==> src/rtl/mmio_data_fifo_if.sv <==
// rtl/mmio_data_fifo_if.sv - push/pop/status bundle between the MMIO decoder, the FIFO and the read mux
interface mmio_data_fifo_if #(
  parameter int BITS  = 64,
  parameter int DEPTH = 8
);
  localparam int CW = $clog2(DEPTH) + 1;

  logic            wr_en;
  logic [BITS-1:0] wr_data;
  logic            rd_en;
  logic            clr_err;
  logic [BITS-1:0] rd_data;
  logic            rd_valid;
  logic            full;
  logic            empty;
  logic [CW-1:0]   count;
  logic            overflow;
  logic            underflow;

  modport master (
    output wr_en, wr_data, rd_en, clr_err,
    input  rd_data, rd_valid, full, empty, count, overflow, underflow
  );

  modport slave (
    input  wr_en, wr_data, rd_en, clr_err,
    output rd_data, rd_valid, full, empty, count, overflow, underflow
  );
endinterface

==> src/rtl/mmio_data_fifo.sv <==
// rtl/mmio_data_fifo.sv - circular-buffer FIFO between MMIO writes and registered MMIO read data
module mmio_data_fifo #(
  parameter int BITS  = 64,
  parameter int DEPTH = 8
) (
  input logic             clk,
  input logic             rst_n,
  mmio_data_fifo_if.slave bus
);
  localparam int AW = $clog2(DEPTH);
  localparam int CW = AW + 1;

  logic [BITS-1:0] mem_q [DEPTH];

  logic [AW-1:0]   wr_ptr_q, wr_ptr_d;
  logic [AW-1:0]   rd_ptr_q, rd_ptr_d;
  logic [CW-1:0]   count_q, count_d;
  logic [BITS-1:0] rd_data_q, rd_data_d;
  logic            rd_valid_q, rd_valid_d;
  logic            overflow_q, overflow_d;
  logic            underflow_q, underflow_d;

  logic full, empty, push_ok, pop_ok;

  always_comb begin
    full    = (count_q == CW'(DEPTH));
    empty   = (count_q == '0);
    pop_ok  = bus.rd_en && !empty;
    // A pop in the same cycle frees the slot the push is about to use.
    push_ok = bus.wr_en && (!full || pop_ok);
  end

  always_comb begin
    wr_ptr_d    = wr_ptr_q;
    rd_ptr_d    = rd_ptr_q;
    count_d     = count_q;
    rd_data_d   = rd_data_q;
    rd_valid_d  = pop_ok;
    overflow_d  = overflow_q;
    underflow_d = underflow_q;

    if (push_ok) begin
      wr_ptr_d = wr_ptr_q + AW'(1);
    end
    if (pop_ok) begin
      rd_ptr_d  = rd_ptr_q + AW'(1);
      rd_data_d = mem_q[rd_ptr_q];
    end

    if (push_ok && !pop_ok) begin
      count_d = count_q + CW'(1);
    end else if (pop_ok && !push_ok) begin
      count_d = count_q - CW'(1);
    end

    // Clear first so an error event in the same cycle keeps the bit set.
    if (bus.clr_err) begin
      overflow_d  = 1'b0;
      underflow_d = 1'b0;
    end
    if (bus.wr_en && !push_ok) begin
      overflow_d = 1'b1;
    end
    if (bus.rd_en && !pop_ok) begin
      underflow_d = 1'b1;
    end
  end

  always_ff @(posedge clk or negedge rst_n) begin
    if (!rst_n) begin
      wr_ptr_q    <= '0;
      rd_ptr_q    <= '0;
      count_q     <= '0;
      rd_data_q   <= '0;
      rd_valid_q  <= 1'b0;
      overflow_q  <= 1'b0;
      underflow_q <= 1'b0;
    end else begin
      wr_ptr_q    <= wr_ptr_d;
      rd_ptr_q    <= rd_ptr_d;
      count_q     <= count_d;
      rd_data_q   <= rd_data_d;
      rd_valid_q  <= rd_valid_d;
      overflow_q  <= overflow_d;
      underflow_q <= underflow_d;
    end
  end

  // Storage is left out of reset so it maps onto plain registers or MLAB.
  always_ff @(posedge clk) begin
    if (push_ok) begin
      mem_q[wr_ptr_q] <= bus.wr_data;
    end
  end

  assign bus.rd_data   = rd_data_q;
  assign bus.rd_valid  = rd_valid_q;
  assign bus.full      = full;
  assign bus.empty     = empty;
  assign bus.count     = count_q;
  assign bus.overflow  = overflow_q;
  assign bus.underflow = underflow_q;
endmodule

==> src/flat_wrapper.sv <==
// flat-port wrapper written by rule: the top's interface ports become plain ports
module mmio_data_fifo_flat 
#(
  parameter int BITS  = 64,
  parameter int DEPTH = 8
)
  (clk, rst_n, bus_wr_en, bus_wr_data, bus_rd_en, bus_clr_err, bus_rd_data, bus_rd_valid, bus_full, bus_empty, bus_count, bus_overflow, bus_underflow);
  mmio_data_fifo_if #(.BITS(BITS), .DEPTH(DEPTH)) bus_i ();
  input logic clk;
  input logic rst_n;
  input wire logic [$bits(bus_i.wr_en)-1:0] bus_wr_en;
  input wire logic [$bits(bus_i.wr_data)-1:0] bus_wr_data;
  input wire logic [$bits(bus_i.rd_en)-1:0] bus_rd_en;
  input wire logic [$bits(bus_i.clr_err)-1:0] bus_clr_err;
  output wire logic [$bits(bus_i.rd_data)-1:0] bus_rd_data;
  output wire logic [$bits(bus_i.rd_valid)-1:0] bus_rd_valid;
  output wire logic [$bits(bus_i.full)-1:0] bus_full;
  output wire logic [$bits(bus_i.empty)-1:0] bus_empty;
  output wire logic [$bits(bus_i.count)-1:0] bus_count;
  output wire logic [$bits(bus_i.overflow)-1:0] bus_overflow;
  output wire logic [$bits(bus_i.underflow)-1:0] bus_underflow;
  assign bus_i.wr_en = bus_wr_en;
  assign bus_i.wr_data = bus_wr_data;
  assign bus_i.rd_en = bus_rd_en;
  assign bus_i.clr_err = bus_clr_err;
  assign bus_rd_data = bus_i.rd_data;
  assign bus_rd_valid = bus_i.rd_valid;
  assign bus_full = bus_i.full;
  assign bus_empty = bus_i.empty;
  assign bus_count = bus_i.count;
  assign bus_overflow = bus_i.overflow;
  assign bus_underflow = bus_i.underflow;
  mmio_data_fifo #(.BITS(BITS), .DEPTH(DEPTH)) u_core (.clk(clk), .rst_n(rst_n), .bus(bus_i));
endmodule
==> config.mk <==
export PLATFORM = sky130hd
export DESIGN_NAME = mmio_data_fifo_flat
export DESIGN_NICKNAME = d
export VERILOG_FILES = /design/src/rtl/mmio_data_fifo_if.sv /design/src/rtl/mmio_data_fifo.sv /design/src/flat_wrapper.sv
export SDC_FILE = /design/constraint.sdc
export NUM_CORES = 1
export LEC_CHECK = 0
export ABC_AREA = 1
export BUFFER_PORTS_ARGS = -buffer_cell sky130_fd_sc_hd__buf_2
export CORE_MARGIN = 1
export CORE_UTILIZATION = 45
export DETAILED_ROUTE_END_ITERATION = 10
export PLACE_DENSITY = 0.61
export SYNTH_ARGS = -nofsm -noshare
export SYNTH_HDL_FRONTEND = slang
export SYNTH_SLANG_ARGS = --single-unit
==> constraint.sdc <==
create_clock -name clk -period 5.38 [get_ports clk]
set_clock_uncertainty 0.2 [all_clocks]
set_input_delay 0.269 -clock clk [delete_from_list [all_inputs] [get_ports clk]]
set_output_delay 0.269 -clock clk [all_outputs]
set_load 0.01 [all_outputs]
# Yosys cells after proc, flatten, opt, wreduce, memory -nomap -nowiden
# Memory sizes are Yosys's and may differ from the RTL's. A register that Yosys moved wholly into a read port is not among the register bits.
# Index checks and enable logic that the tools add are counted.
# classes
n_addsub	4
n_eq_ne	1
n_mux	7
reduce_logical	16
# op_table
operator	count
4-bit 2-to-1 mux	2
3-bit by 1-bit adder with 3-bit output (second input constant)	2
1-bit logical AND	6
2-bit nonzero test	3
1-bit logical NOT	5
1-bit 2-to-1 mux	5
4-bit by 1-bit adder with 4-bit output (second input constant)	1
4-bit == test (second input constant)	1
4-bit logical NOT	1
4-bit by 1-bit subtractor with 4-bit output (second input constant)	1
1-bit logical OR	1
# totals
regBits	13
ram_bits	512
wordCells	35
n_memories	1
# mem_list
memory	words	word_bits	rd	rd_ports_with_merged_regs	wr	line_no	source
u_core.mem_q	8	64	1	1	1	mmio_data_fifo.sv:13	logic [BITS-1:0] mem_q [DEPTH];

# Depth between registers and ports, before layout
# depth
depth_word	9
depth_mapped	14
mapped_depth_nobuf	14

# Worst setup path after synthesis
# Ideal clock, no wire load.
# synth_timing
path_type	flip-flop to flip-flop
start	register u_core.count_q[0] (netlist: u_core.bus.count[0])
end	memory u_core.mem_q[0][0] (enable)
setup_time_ns	0.486
arrival_ns	3.750
required_ns	4.694
path_slack_ns	0.944
path_stages_with_launch	6
n_path_buf	0
cell_sequence	dfrtp_1 nor2_2 nand4_1 nand2_1 or2_2 nor2_1
# synth_between
elab_chain_cells	7
# synth_lines
item	line_no	source
start: declaration	mmio_data_fifo.sv:17	logic [CW-1:0] count_q, count_d;
start signal: assignment	mmio_data_fifo.sv:81	count_q <= count_d;
4-bit logical NOT	mmio_data_fifo.sv:27	empty = (count_q == '0);
1-bit logical NOT	mmio_data_fifo.sv:28	pop_ok = bus.rd_en && !empty;
1-bit logical AND	mmio_data_fifo.sv:28	
1-bit logical OR (*)	mmio_data_fifo.sv:30	push_ok = bus.wr_en && (!full || pop_ok);
1-bit logical AND (*)	mmio_data_fifo.sv:30	
1-bit 2-to-1 mux (*)	mmio_data_fifo.sv:91	if (push_ok) begin
1-bit 2-to-1 mux (not written as such) (*)	mmio_data_fifo.sv:92	mem_q[wr_ptr_q] <= bus.wr_data;
end: declaration	mmio_data_fifo.sv:13	
# Mark *: on every way between the ends. The rest lies on a longest branch, timed or not.

# Final worst setup path
# layout_timing
start	register u_core.count_q[0] (netlist: u_core.bus.count[0])
end	memory u_core.mem_q[1][57] (enable)
# layout_between
elab_chain_cells	7
# layout_lines
item	line_no	source
4-bit logical NOT	mmio_data_fifo.sv:27	
1-bit logical NOT	mmio_data_fifo.sv:28	
1-bit logical AND	mmio_data_fifo.sv:28	
1-bit logical OR (*)	mmio_data_fifo.sv:30	
1-bit logical AND (*)	mmio_data_fifo.sv:30	
net u_core.push_ok	mmio_data_fifo.sv:23	logic full, empty, push_ok, pop_ok;
1-bit 2-to-1 mux (*)	mmio_data_fifo.sv:91	
1-bit 2-to-1 mux (not written as such) (*)	mmio_data_fifo.sv:92	
# Mark *: on every way through the listed nets, which the timed path passes. The rest lies on a longest branch.

==> results.py <==
metrics = {
    "outcome": {
        "status": "completed",
    },
    "sta": {
        "slew_viol_final": 0,
        "timing.final.hold_violations": 0,
        "setup_tns_ns": 0,
        "tightest_slew_ns": 1.21,
        "finalCriticalPeriod_ns": 3.00,
        "setup_violations": 0,
        "fmax_ghz": 0.333,
        "finalCritPeriodShare": 0.557,
        "rsz0062_at_grt": "false",
        "max-slew-margin-rel": 0.197,
    },
    "worst_setup_path": {
        "rrSetupSlack_ns": 2.38,
        "critical_path.slowest_cell": "nor2_4",
        "critPathRequiredTime_ns": 5.43,
        "critPathLaunchType": "flip-flop",
        "critPathMaxFanout": 37,
        "crit_type": "reg2reg",
        "critPathMostFrequentCell": "nand2_1",
        "path_cells": "nor2_2 -> nand4_1 -> nand2_1 -> inv_1 -> nand2_1 -> nor2_4 -> buf_12",
        "crit_path_end_kind": "flip-flop",
        "worstPathArrival_ns": 3.04,
        "cpPeakStageDelay_ns": 0.85,
    },
    "synthesis": {
        "synth_compound_area_frac": 0.00132,
        "synthXorXnorAreaFrac": 0.00107,
        "synth-seq-cells": 589,
        "synth-async-reset-ratio": 0.131,
        "ys.flop_type": "edfxtp_1",
        "synth_area_per_cell_um2": 10.6,
        "synth_adder_area_share": 0.00336,
        "ys_seq_area_frac": 0.704,
        "synthCells": 2318,
        "ys_types": 25,
        "muxShareOfSynthArea": 0,
        "synth-simple-area-share": 0.204,
        "synth_top_family_by_area": "simple AND/OR/NAND/NOR gates",
        "synth-edff-count": 512,
        "ys.warnings.count": 0,
        "synth_fp_nets": 2393,
        "synth_area_um2": 24600,
    },
    "floorplanning": {
        "die_w_um": 236,
        "core_um2": 53900,
        "die_y_um": 236,
        "start_util": 0.456,
        "ios": 142,
        "dieArea_um2": 55600,
        "rows": 85,
    },
    "grt": {
        "grt_max_degree": 258,
        "grt_antenna_before_repair": 3,
        "grt_pass1_vias": 16000,
        "overflow": 0,
        "grt_first_pass_wirelength_um": 90400,
        "grt_usage": 0.212,
    },
    "worst_hold_path": {
        "hold_class": "in2async",
    },
    "routing": {
        "num_vias": 16200,
        "via_per_inst": 4.97,
        "routedWlPerCell_um": 17.8,
        "wl_um": 58000,
        "postRouteAntennaNets": 0,
        "drc": 0,
        "dr.pass1.iters": 5,
        "drt-initial-drc-count": 1248,
    },
    "final_layout": {
        "final_cell_mix": "nand2_1 (796), edfxtp_1 (512), inv_1 (397)",
        "drive_gt1_frac": 0.109,
        "area_growth_pct": 16.9,
        "layout_commonest_cell": "nand2_1",
        "finalNetCount": 2582,
        "final_area_um2": 28800,
        "nFillCells": 4621,
    },
    "cts": {
        "post-cts-setup-buffers": 0,
        "ctsRootBufferMaster": "clkbuf_16",
        "clk_pin_slew_ns": 0.06,
        "cts_tree": "built",
        "cts.path.max_buffers": 3,
        "cts_made_buffers": 66,
        "htree_num_levels": 3,
        "clk_latency_ns": 0.59,
        "cts_sinks": 589,
    },
    "placement": {
        "place_area_um2": 25900,
        "gp_congestion": 0.758,
        "portBuffers": 141,
        "place_hpwl_um": 29500,
    },
    "flow_run": {
        "cap_violations": 0,
    },
    "power_and_ir_drop": {
        "p_total_w": 0.0152,
        "powerDensity_nw_per_um2": 530,
        "leakage_nw": 12.7,
        "irDropWorstVdd_mv": 0.697,
    },
}
-- Yosys cell counts (2+ instances only) --
library cell / instances / area (um2)
or2_2: 2 / 12.5
nand2_1: 796 / 2990
dfrtp_1: 77 / 1930
ha_1: 5 / 62.6
buf_6: 4 / 45.0
inv_1: 399 / 1500
xnor2_1: 2 / 17.5
nor2_1: 9 / 33.8
nand3_1: 388 / 1940
buf_1: 3 / 11.3
clkbuf_1: 16 / 60.1
buf_2: 64 / 320
o21ai_0: 4 / 20.0
buf_4: 26 / 195
edfxtp_1: 512 / 15400
o22ai_1: 2 / 12.5
-- worst paths after layout --
check | from | endpoint | cells after the start
max | u_core.bus.count[0] | u_core.mem_q[1][57] | 7
max reg2reg | u_core.bus.count[0] | u_core.mem_q[1][57] | 7
min | rst_n | u_core.bus.rd_data[49] | 2
min in group clk | bus_rd_en | u_core.bus.rd_data[50] | 4
max in group asynchronous | rst_n | u_core.rd_ptr_q[0] | 3
min reg2reg | u_core.bus.rd_data[34] | u_core.bus.rd_data[34] | 2
-- report_power, final --
| group | switching (W) | internal [W] | total (W) |
|---|---|---|---|
| combinational | 0.00314 | 0.00137 | 0.00451 |
| clock | 0.00175 | 0.00276 | 0.00451 |
| sequential | 0.000403 | 0.00581 | 0.00621 |
| total | 0.00529 | 0.00994 | 0.0152 |
-- area by class of cell --
type                    count  area [um2]  share of cell area
flip-flops and latches    589       17300               0.602
multi-input cells        1215        5220               0.181
clock buffers              98        1930              0.0670
repair buffers            234        1640              0.0571
inverters                 401        1520              0.0527
well taps                 696         871              0.0303
clock inverters            21         262             0.00910
diodes                      2        5.00            0.000174
-- stage by stage --
stage                     worst slack [ns]  hold slack, ns   util  instances
after CTS                             2.36          0.0101  0.533       3254
after floorplan                      0.944          -0.227      -       2318
after detailed placement              2.37          0.0932  0.480       3066
after global routing                  2.20          0.0531  0.533       3256
after global placement                2.44          0.0918  0.480       3066
final                                 2.38          0.0244  0.533       3256
-- state kept, by name, summed over array words and instances (netlist names) --
name,count
u_core.wr_ptr_q,3
u_core.mem_q,512
u_core.bus.overflow,1
u_core.bus.underflow,1
u_core.rd_ptr_q,3
u_core.bus.rd_valid,1
u_core.bus.count,4
u_core.bus.rd_data,64
-- per-layer routing --
layer / track usage / vias to the layer above / share of wire
met5: 0 / - / 0.00022
met4: 0.0715 / 2 / 0.022
li1: - / 7841 / -
met1: 0.269 / 7828 / 0.43
met3: 0.0316 / 89 / 0.050
met2: 0.370 / 407 / 0.50
-- critical path: cells and delay by family, from the launching register on --
kind,cells,cell delay (ns)
buffers and inverters,2,0.50
DFF,1,0.48
and+or+nand+nor,5,1.41
-- repair_timing --
| action | CTS | global route |
|---|---|---|
| hold endpoints to repair | 552 | 0 |
| hold buffers | 69 | 0 |
| gates resized for setup | 0 | 0 |
-- cells by family after synthesis --
| family | after synthesis |
|---|---|
| DFF | 589 |
| xor gates and xnor gates | 3 |
| adders and majority gates | 6 |
| and+or+nand+nor | 1200 |
| AOI/OAI and AO/OA | 6 |
| buffers and inverters | 514 |
No activity file was read; power rests on OpenSTA's default activity.
